[config.mk]
export PLATFORM = sky130hd
export DESIGN_NAME = fast2slow_buffer
export DESIGN_NICKNAME = d
export VERILOG_FILES = /design/src/rtl/fast2slow_buffer.sv
export SDC_FILE = /design/constraint.sdc
export NUM_CORES = 1
export LEC_CHECK = 0
export ABC_AREA = 1
export CAP_MARGIN = 15
export CORE_MARGIN = 2
export CORE_UTILIZATION = 55
export DETAILED_ROUTE_END_ITERATION = 8
export HOLD_SLACK_MARGIN = 0.15
export MAX_ROUTING_LAYER = met4
export PLACE_DENSITY = 0.77
export RECOVER_POWER = 100
export SYNTH_ARGS = -nofsm -noshare
export SYNTH_HDL_FRONTEND = slang
export SYNTH_SLANG_ARGS = --single-unit
export TNS_END_PERCENT = 30
[constraint.sdc]
create_clock -name clk -period 18.16 [get_ports clk]
set_clock_uncertainty 0.1 [all_clocks]
set_input_delay 2.724 -clock clk [delete_from_list [all_inputs] [get_ports clk]]
set_output_delay 2.724 -clock clk [all_outputs]
set_load 0.01 [all_outputs]
[src/rtl/fast2slow_buffer.sv]
// ---------------------------------------------------------------------------
// fast2slow_buffer
//
// Carries an AXI-Stream from a fast clock into a slow-timed consumer while
// everything runs on the single fast clock. The slow clock is represented by
// clk_cnt, the fast-cycle phase within one slow period; phase 0 is the slow
// clock edge ("launch edge"). Beats are accepted on any fast edge into a small
// circular FIFO. They are presented on the m_axis_* side only on launch edges,
// so every output beat is held for a whole number of slow periods.
//
// Parameters
//   DWIDTH : data width in bits, multiple of 8
//   RATIO  : fast-to-slow clock ratio, >= 2
//   DEPTH  : FIFO entries, power of two, >= 2
//
// Ports
//   clk            fast clock, the only clock
//   rst            synchronous active-high reset
//   clk_cnt        fast-cycle phase in the slow period, 0 = slow edge
//   s_axis_*       fast-side AXI-Stream input (tready is registered)
//   m_axis_*       slow-timed AXI-Stream output (all registered)
//   m_axis_tready  slow-domain ready, driven from a slow-clock register
// ---------------------------------------------------------------------------
module fast2slow_buffer #(
  parameter int DWIDTH = 128,
  parameter int RATIO  = 2,
  parameter int DEPTH  = 4
) (
  input  logic                     clk,
  input  logic                     rst,
  input  logic [$clog2(RATIO)-1:0] clk_cnt,
  input  logic [DWIDTH-1:0]        s_axis_tdata,
  input  logic [DWIDTH/8-1:0]      s_axis_tkeep,
  input  logic                     s_axis_tlast,
  input  logic                     s_axis_tvalid,
  output logic                     s_axis_tready,
  output logic [DWIDTH-1:0]        m_axis_tdata,
  output logic [DWIDTH/8-1:0]      m_axis_tkeep,
  output logic                     m_axis_tlast,
  output logic                     m_axis_tvalid,
  input  logic                     m_axis_tready
);

  localparam int KW   = DWIDTH / 8;
  localparam int AW   = $clog2(DEPTH);
  localparam int CNTW = $clog2(DEPTH + 1);

  localparam logic [AW-1:0]   PTR_ONE  = AW'(1);
  localparam logic [CNTW-1:0] CNT_ONE  = CNTW'(1);
  localparam logic [CNTW-1:0] CNT_FULL = CNTW'(DEPTH);

  // FIFO storage; contents need no reset because the pointers and count
  // define which entries are meaningful.
  logic [DWIDTH-1:0] dataMem [DEPTH];
  logic [KW-1:0]     keepMem [DEPTH];
  logic              lastMem [DEPTH];

  logic [AW-1:0]     wrPtr_q, wrPtr_d;
  logic [AW-1:0]     rdPtr_q, rdPtr_d;
  logic [CNTW-1:0]   count_q, count_d;
  logic              sReady_q, sReady_d;
  logic [DWIDTH-1:0] mData_q, mData_d;
  logic [KW-1:0]     mKeep_q, mKeep_d;
  logic              mLast_q, mLast_d;
  logic              mValid_q, mValid_d;

  logic launch;
  logic wrEn;
  logic outFree;
  logic popEn;

  // Handshake decode. The pop decision uses the pre-edge count, so a beat
  // written on a launch edge can never be popped on that same edge.
  always_comb begin
    launch  = (clk_cnt == '0);
    wrEn    = s_axis_tvalid & sReady_q;
    outFree = ~mValid_q | m_axis_tready;
    popEn   = launch & outFree & (count_q != '0);
  end

  // Next-state for pointers, occupancy and the registered ready. Ready is
  // derived from the next count so that the FIFO never overflows while
  // still having no combinational path from any input to s_axis_tready.
  always_comb begin
    wrPtr_d = wrPtr_q;
    rdPtr_d = rdPtr_q;
    count_d = count_q;
    if (wrEn) begin
      wrPtr_d = wrPtr_q + PTR_ONE;
    end
    if (popEn) begin
      rdPtr_d = rdPtr_q + PTR_ONE;
    end
    unique case ({wrEn, popEn})
      2'b10:   count_d = count_q + CNT_ONE;
      2'b01:   count_d = count_q - CNT_ONE;
      default: count_d = count_q;
    endcase
    sReady_d = (count_d != CNT_FULL);
  end

  // Output register next-state. Outside launch edges, or while a beat is
  // stalled by the consumer, everything holds. When the output is free on
  // a launch edge it either loads the FIFO head or goes idle.
  always_comb begin
    mData_d  = mData_q;
    mKeep_d  = mKeep_q;
    mLast_d  = mLast_q;
    mValid_d = mValid_q;
    if (launch && outFree) begin
      mValid_d = (count_q != '0);
      if (popEn) begin
        mData_d = dataMem[rdPtr_q];
        mKeep_d = keepMem[rdPtr_q];
        mLast_d = lastMem[rdPtr_q];
      end
    end
  end

  // FIFO write port. Writes are suppressed during reset so nothing from a
  // reset cycle can leak into the storage.
  always_ff @(posedge clk) begin
    if (!rst && wrEn) begin
      dataMem[wrPtr_q] <= s_axis_tdata;
      keepMem[wrPtr_q] <= s_axis_tkeep;
      lastMem[wrPtr_q] <= s_axis_tlast;
    end
  end

  // State registers. Reset wins over any simultaneous write or launch and
  // discards everything buffered or presented.
  always_ff @(posedge clk) begin
    if (rst) begin
      wrPtr_q  <= '0;
      rdPtr_q  <= '0;
      count_q  <= '0;
      sReady_q <= 1'b1;
      mData_q  <= '0;
      mKeep_q  <= '0;
      mLast_q  <= 1'b0;
      mValid_q <= 1'b0;
    end else begin
      wrPtr_q  <= wrPtr_d;
      rdPtr_q  <= rdPtr_d;
      count_q  <= count_d;
      sReady_q <= sReady_d;
      mData_q  <= mData_d;
      mKeep_q  <= mKeep_d;
      mLast_q  <= mLast_d;
      mValid_q <= mValid_d;
    end
  end

  assign s_axis_tready = sReady_q;
  assign m_axis_tdata  = mData_q;
  assign m_axis_tkeep  = mKeep_q;
  assign m_axis_tlast  = mLast_q;
  assign m_axis_tvalid = mValid_q;

endmodule

### After elaboration in Yosys (flattened, before gate mapping)

Memories as Yosys holds them, arrays and structs flattened. A register that Yosys moved wholly into a read port is not among the register bits.
Cells that the tools add are included.

| cells by class | value |
|---|---|
| bitwise gates (word level) | 6 |
| reduce and logical (&&, ||, !) cells | 5 |
| magnitude comparators | 0 |
| shift operators | 0 |
| multipliers | 0 |
| add/subtract/negate cells | 4 |
| divide/modulo/power cells | 0 |
| multiplexer cells | 3 |
| equality and inequality tests | 3 |

Operators by type and width:

| kind | count |
|---|---|
| one-hot mux 3 bit (2 select lines) | 1 |
| adder 2 x 1 -> 2 bit (second input constant) | 2 |
| adder 3 x 1 -> 3 bit (second input constant) | 1 |
| bitwise AND 1 bit | 3 |
| != test 3 bit (second input constant) | 1 |
| nonzero test 3 bit | 1 |
| subtractor 3 x 1 -> 3 bit (second input constant) | 1 |
| == test 2 x 1 -> 1 bit (second input constant) | 1 |
| == test 2 bit (second input constant) | 1 |
| logical AND 1 bit | 2 |
| two-way mux 1 bit | 2 |
| inverter 1 bit | 2 |
| AND reduction 2 bit | 1 |
| logical NOT 1 bit | 1 |
| bitwise OR 1 bit | 1 |

| storage, ports and cells | value |
|---|---|
| logic and storage cells | 29 |
| RAM bits | 580 |
| memory bits (read-only) | 0 |
| memories kept | 3 |
| latch bits | 0 |
| flip-flop bits (word level) | 9 |
| bits of input ports | 150 |

Memory list:

| name | depth | bits a word | rd ports | clocked after memory_dff | wr ports | RTL line | RTL |
|---|---|---|---|---|---|---|---|
| dataMem | 4 | 128 | 1 | 1 | 1 | 54 | `logic [DWIDTH-1:0] dataMem [DEPTH];` |
| keepMem | 4 | 16 | 1 | 1 | 1 | 55 | `logic [KW-1:0] keepMem [DEPTH];` |
| lastMem | 4 | 1 | 1 | 1 | 1 | 56 | `logic lastMem [DEPTH];` |

### Logic depth before layout (Yosys ltp)

| depth | value |
|---|---|
| depth in word-level cells | 7 |
| mapped depth | 14 |

### Worst setup path after synthesis

Ideal clock, no wire load.

| path | value |
|---|---|
| path type | input port to flip-flop |
| from | input rst |
| to | memory dataMem[0][0], enable pin |
| data arrival time | 9.137 ns |
| setup time | 0.652 ns |
| cell stages on the path | 4 |
| slack | 8.271 ns |
| path through | inv_2 -> buf_2 -> nand3_1 -> nor2_1 |

| between the ends | value |
|---|---|
| cells in the longest elaborated chain, start to end | 4 |

RTL lines:

| item | RTL line | RTL |
|---|---|---|
| start, declared | 30 | `input logic rst,` |
| logical NOT 1 bit | 123 | `if (!rst && wrEn) begin` |
| logical AND 1 bit | 123 |  |
| two-way mux 1 bit | 123 |  |
| two-way mux 1 bit (implied by the code) | 124 | `dataMem[wrPtr_q] <= s_axis_tdata;` |
| end, declared | 54 |  |

No other way between the ends.

### Worst setup path in the final report

| path | value |
|---|---|
| from | input rst |
| to | memory dataMem[2][107], enable pin |

Same word-level chain as after synthesis.

==> results.yml <==
timing:
  max_freq_ghz: 0.0887
  min_period_ns: 11.27
  setup_violations: 0
  fin_tns_setup_ns: 0
  slew_violations: 1048
  worstMarginPinSlew_ns: 4.33
  max-slew-margin-rel_pct: -189
  finalCritPeriodShare_pct: 62.1
  rsz0062_at_grt: "no"
  hold_viol_final: 0
outcome:
  violations: "max-capacitance violations, max-slew violations"
  outcome: "complete, but fails checks"
worst_hold_path:
  worstHoldEndpoint: "count_q[0]"
  min_path_type: "register to register"
  whs_path_depth: 2
  hold_start: "count_q[0]"
yosys:
  yosysWarnings: 0
  ys_seq_area_share_pct: 66.3
  ys_seq_elements: 734
  syn_nets: 3421
  synth_area_per_cell_um2: 9.47
  syn_area_um2: 30900
  syn_inst: 3265
  synth_cell_types: 20
setup_path:
  crit_chain: "dlygate4sd3_1 -> clkinvlp_2 -> nand3_1 -> nor2_4 -> clkbuf_1 -> clkbuf_1"
  cp-start-kind: "input pin"
  crit_family: "buffers and inverters"
  crit_buf_inv: 4
  path_common_cell: "clkbuf_1"
  reg2reg_depth: 7
  worstSetupPathType: "input pin to register"
  end_kind: "register"
  cp_data_required_time_ns: 18.20
  crit_path_max_fanout: 84
  r2r-start: "count_q[2]"
  crit_arrival_ns: 11.32
  r2r_end: "m_axis_tdata[105]"
  r2r_slack_ns: 10.95
  cp_slowest_stage_delay_ns: 2.43
  crit_slowest_cell: "clkbuf_1"
clocking:
  cts_hold_buf: 0
  ctsResizeCount: 0
  clk_latency_ns: 0.61
  clock_path_buffers: 3
  clk_pin_slew_ns: 0.06
  cts_setup_buffers: 0
  clock-root-buffer: "clkbuf_16"
  htreeDepth: 3
  cts_tree: "built"
  cts.sinks: 734
  cts_buffers: 76
detailed_routing:
  drt-wirelength-per-cell_um: 15.4
  antenna_left: 0
  routed.top_layer: "met4"
  drc: 0
  dr_wl_met2_mm: 32.9
  first_iter_violations: 1342
  routed_via_density: 4.80
  routed_wl_mm: 66.9
  wl_met1_mm: 27.8
  wl_met3_mm: 4.63
  routed-via-count: 20900
  drt_pass1_iterations: 7
layout:
  drive_gt1_share_pct: 3.75
  seq_area_um2: 20500
  multi_input_area_um2: 6650
  filler_cell_count: 4206
  post-route-cell-area_um2: 36600
  area_delta_synth_final_pct: 18.2
  nNetsFinal: 3673
job:
  cap_violations: 17
power:
  leakage_nw: 17.0
  powerDensity_nw_per_um2: 138
  vdd_drop_max_mv: 0.155
placement:
  port_buffers: 296
  dp_hpwl_mm: 37.9
  dpl_cell_area_um2: 34100
  routabilityCongestion: 0.783
die:
  die_w_um: 241
  initial_core_util_pct: 55.9
  die_h_um: 241
  pin_count: 297
  dieArea_um2: 58200
  core_area_um2: 55300
  num_rows: 86
global_routing:
  grt_pass1_wl_mm: 104
  antenna_found_initial: 26
  grt_pass1_vias: 20000
  track_usage_pct: 23.9
  grt_max_degree: 129
  grt-ovfl-total: 0
[worst max-delay path by stage]
stage	start	endpoint	slack, ns	cells past startpoint
finish	rst	dataMem[2][107]	6.89	6
global route	rst	dataMem[2][107]	6.12	6
CTS	rst	dataMem[2][100]	12.29	6
detailed placement	rst	dataMem[2][96]	11.64	6
global placement	rst	dataMem[2][92]	11.68	6
floorplan	rst	dataMem[0][0]	8.27	4
[stage by stage]
step	util [%]	setup WS (ns)	hold slack [ns]	cells	power, mW
after global routing	66.1	6.12	0.436	4348	5.35
after CTS	66.2	12.29	0.401	4326	5.11
final	66.1	6.89	0.401	4354	5.06
after global placement	61.6	11.68	0.385	4187	3.50
after floorplan	-	8.27	0.364	3265	3.08
after detailed placement	61.6	11.64	0.393	4187	3.53
[metal layers]
metal / global-route usage (%) / up-vias
met1: 29.7 / 9748
met3: 5.16 / 127
met4: 6.42 / 0
met5: - / -
met2: 39.8 / 573
li1: - / 10400
[cells by family (layout without fill, tap and decap cells)]
group | count (synthesis) | after routing | share of synthesized area, %
AOI/OAI and AO/OA | 10 | 10 | 0.198
other | 0 | 28 | 0
adders and majority gates | 6 | 6 | 0.267
DFF | 734 | 734 | 66.3
buffers and inverters | 889 | 1202 | 12.3
and+or+nand+nor | 1626 | 1626 | 21.0
[power by group]
part           switching (mW)  leakage (nW)  total [mW]  internal (mW)
sequential              0.119          6.53        2.14           2.02
combinational           0.821          9.26        1.35          0.526
clock                   0.635          1.23        1.57          0.938
total                    1.58          17.0        5.06           3.48
[final cells by class]
class	instances	share of cell area, %
Inverter	744	7.67
Sequential cell	734	56.1
Multi-Input combinational cell	1642	18.2
Clock inverter	28	0.869
Tap cell	748	2.56
Antenna cell	28	0.192
Clock buffer	111	6.07
Timing Repair Buffer	319	8.42
[tightest hold or removal path: cells and delay by family (launching register included)]
family             cells  cell delay (ns)
AOI/OAI and AO/OA      1             0.06
DFF                    1             0.31
and+or+nand+nor        1             0.08
[placed cells by master (no fill, tap or decap)]
cell type	count
edfxtp_1	580
nand2_1	1030
dfxtp_1	152
nand3_1	294
dfxtp_4	2
nor2_4	4
o21ai_0	4
inv_8	2
clkinvlp_2	1
clkinv_1	3
clkinv_2	10
dlygate4sd3_1	294
inv_2	2
clkinvlp_4	4
buf_4	8
inv_1	739
clkbuf_1	37
inv_4	1
diode_2	28
nand3_2	1
inv_6	2
fa_1	1
clkdlybuf4s50_1	2
nand4_1	2
clkinv_4	2
bufinv_16	6
clkbuf_8	8
nor2_1	295
clkbuf_16	81
ha_1	5
a21oi_1	6
[flip-flops by register name, summed over array words and instances, names as in the netlist]
register / count
wrPtr_q: 2
m_axis_tkeep: 16
s_axis_tready: 1
dataMem: 512
m_axis_tlast: 1
m_axis_tvalid: 1
lastMem: 4
m_axis_tdata: 128
count_q: 3
rdPtr_q: 2
keepMem: 64
[cells in the mapped netlist]
library cell | n | area share [%]
nand2_1 | 1029 | 12
inv_1 | 740 | 9.0
edfxtp_1 | 580 | 56
nor2_1 | 299 | 3.6
nand3_1 | 294 | 4.8
dfxtp_1 | 154 | 10
buf_2 | 63 | 1.0
buf_6 | 39 | 1.4
buf_4 | 26 | 0.63
clkbuf_1 | 12 | 0.15
a21oi_1 | 5 | 0.081
buf_1 | 5 | 0.061
ha_1 | 5 | 0.20
inv_2 | 4 | 0.049
o21ai_0 | 4 | 0.065
nand4_1 | 2 | 0.040
a21oi_4 | 1 | 0.053
fa_1 | 1 | 0.065
nand2_2 | 1 | 0.020
nand3_2 | 1 | 0.032
No activity file was read; power rests on OpenSTA's default activity.
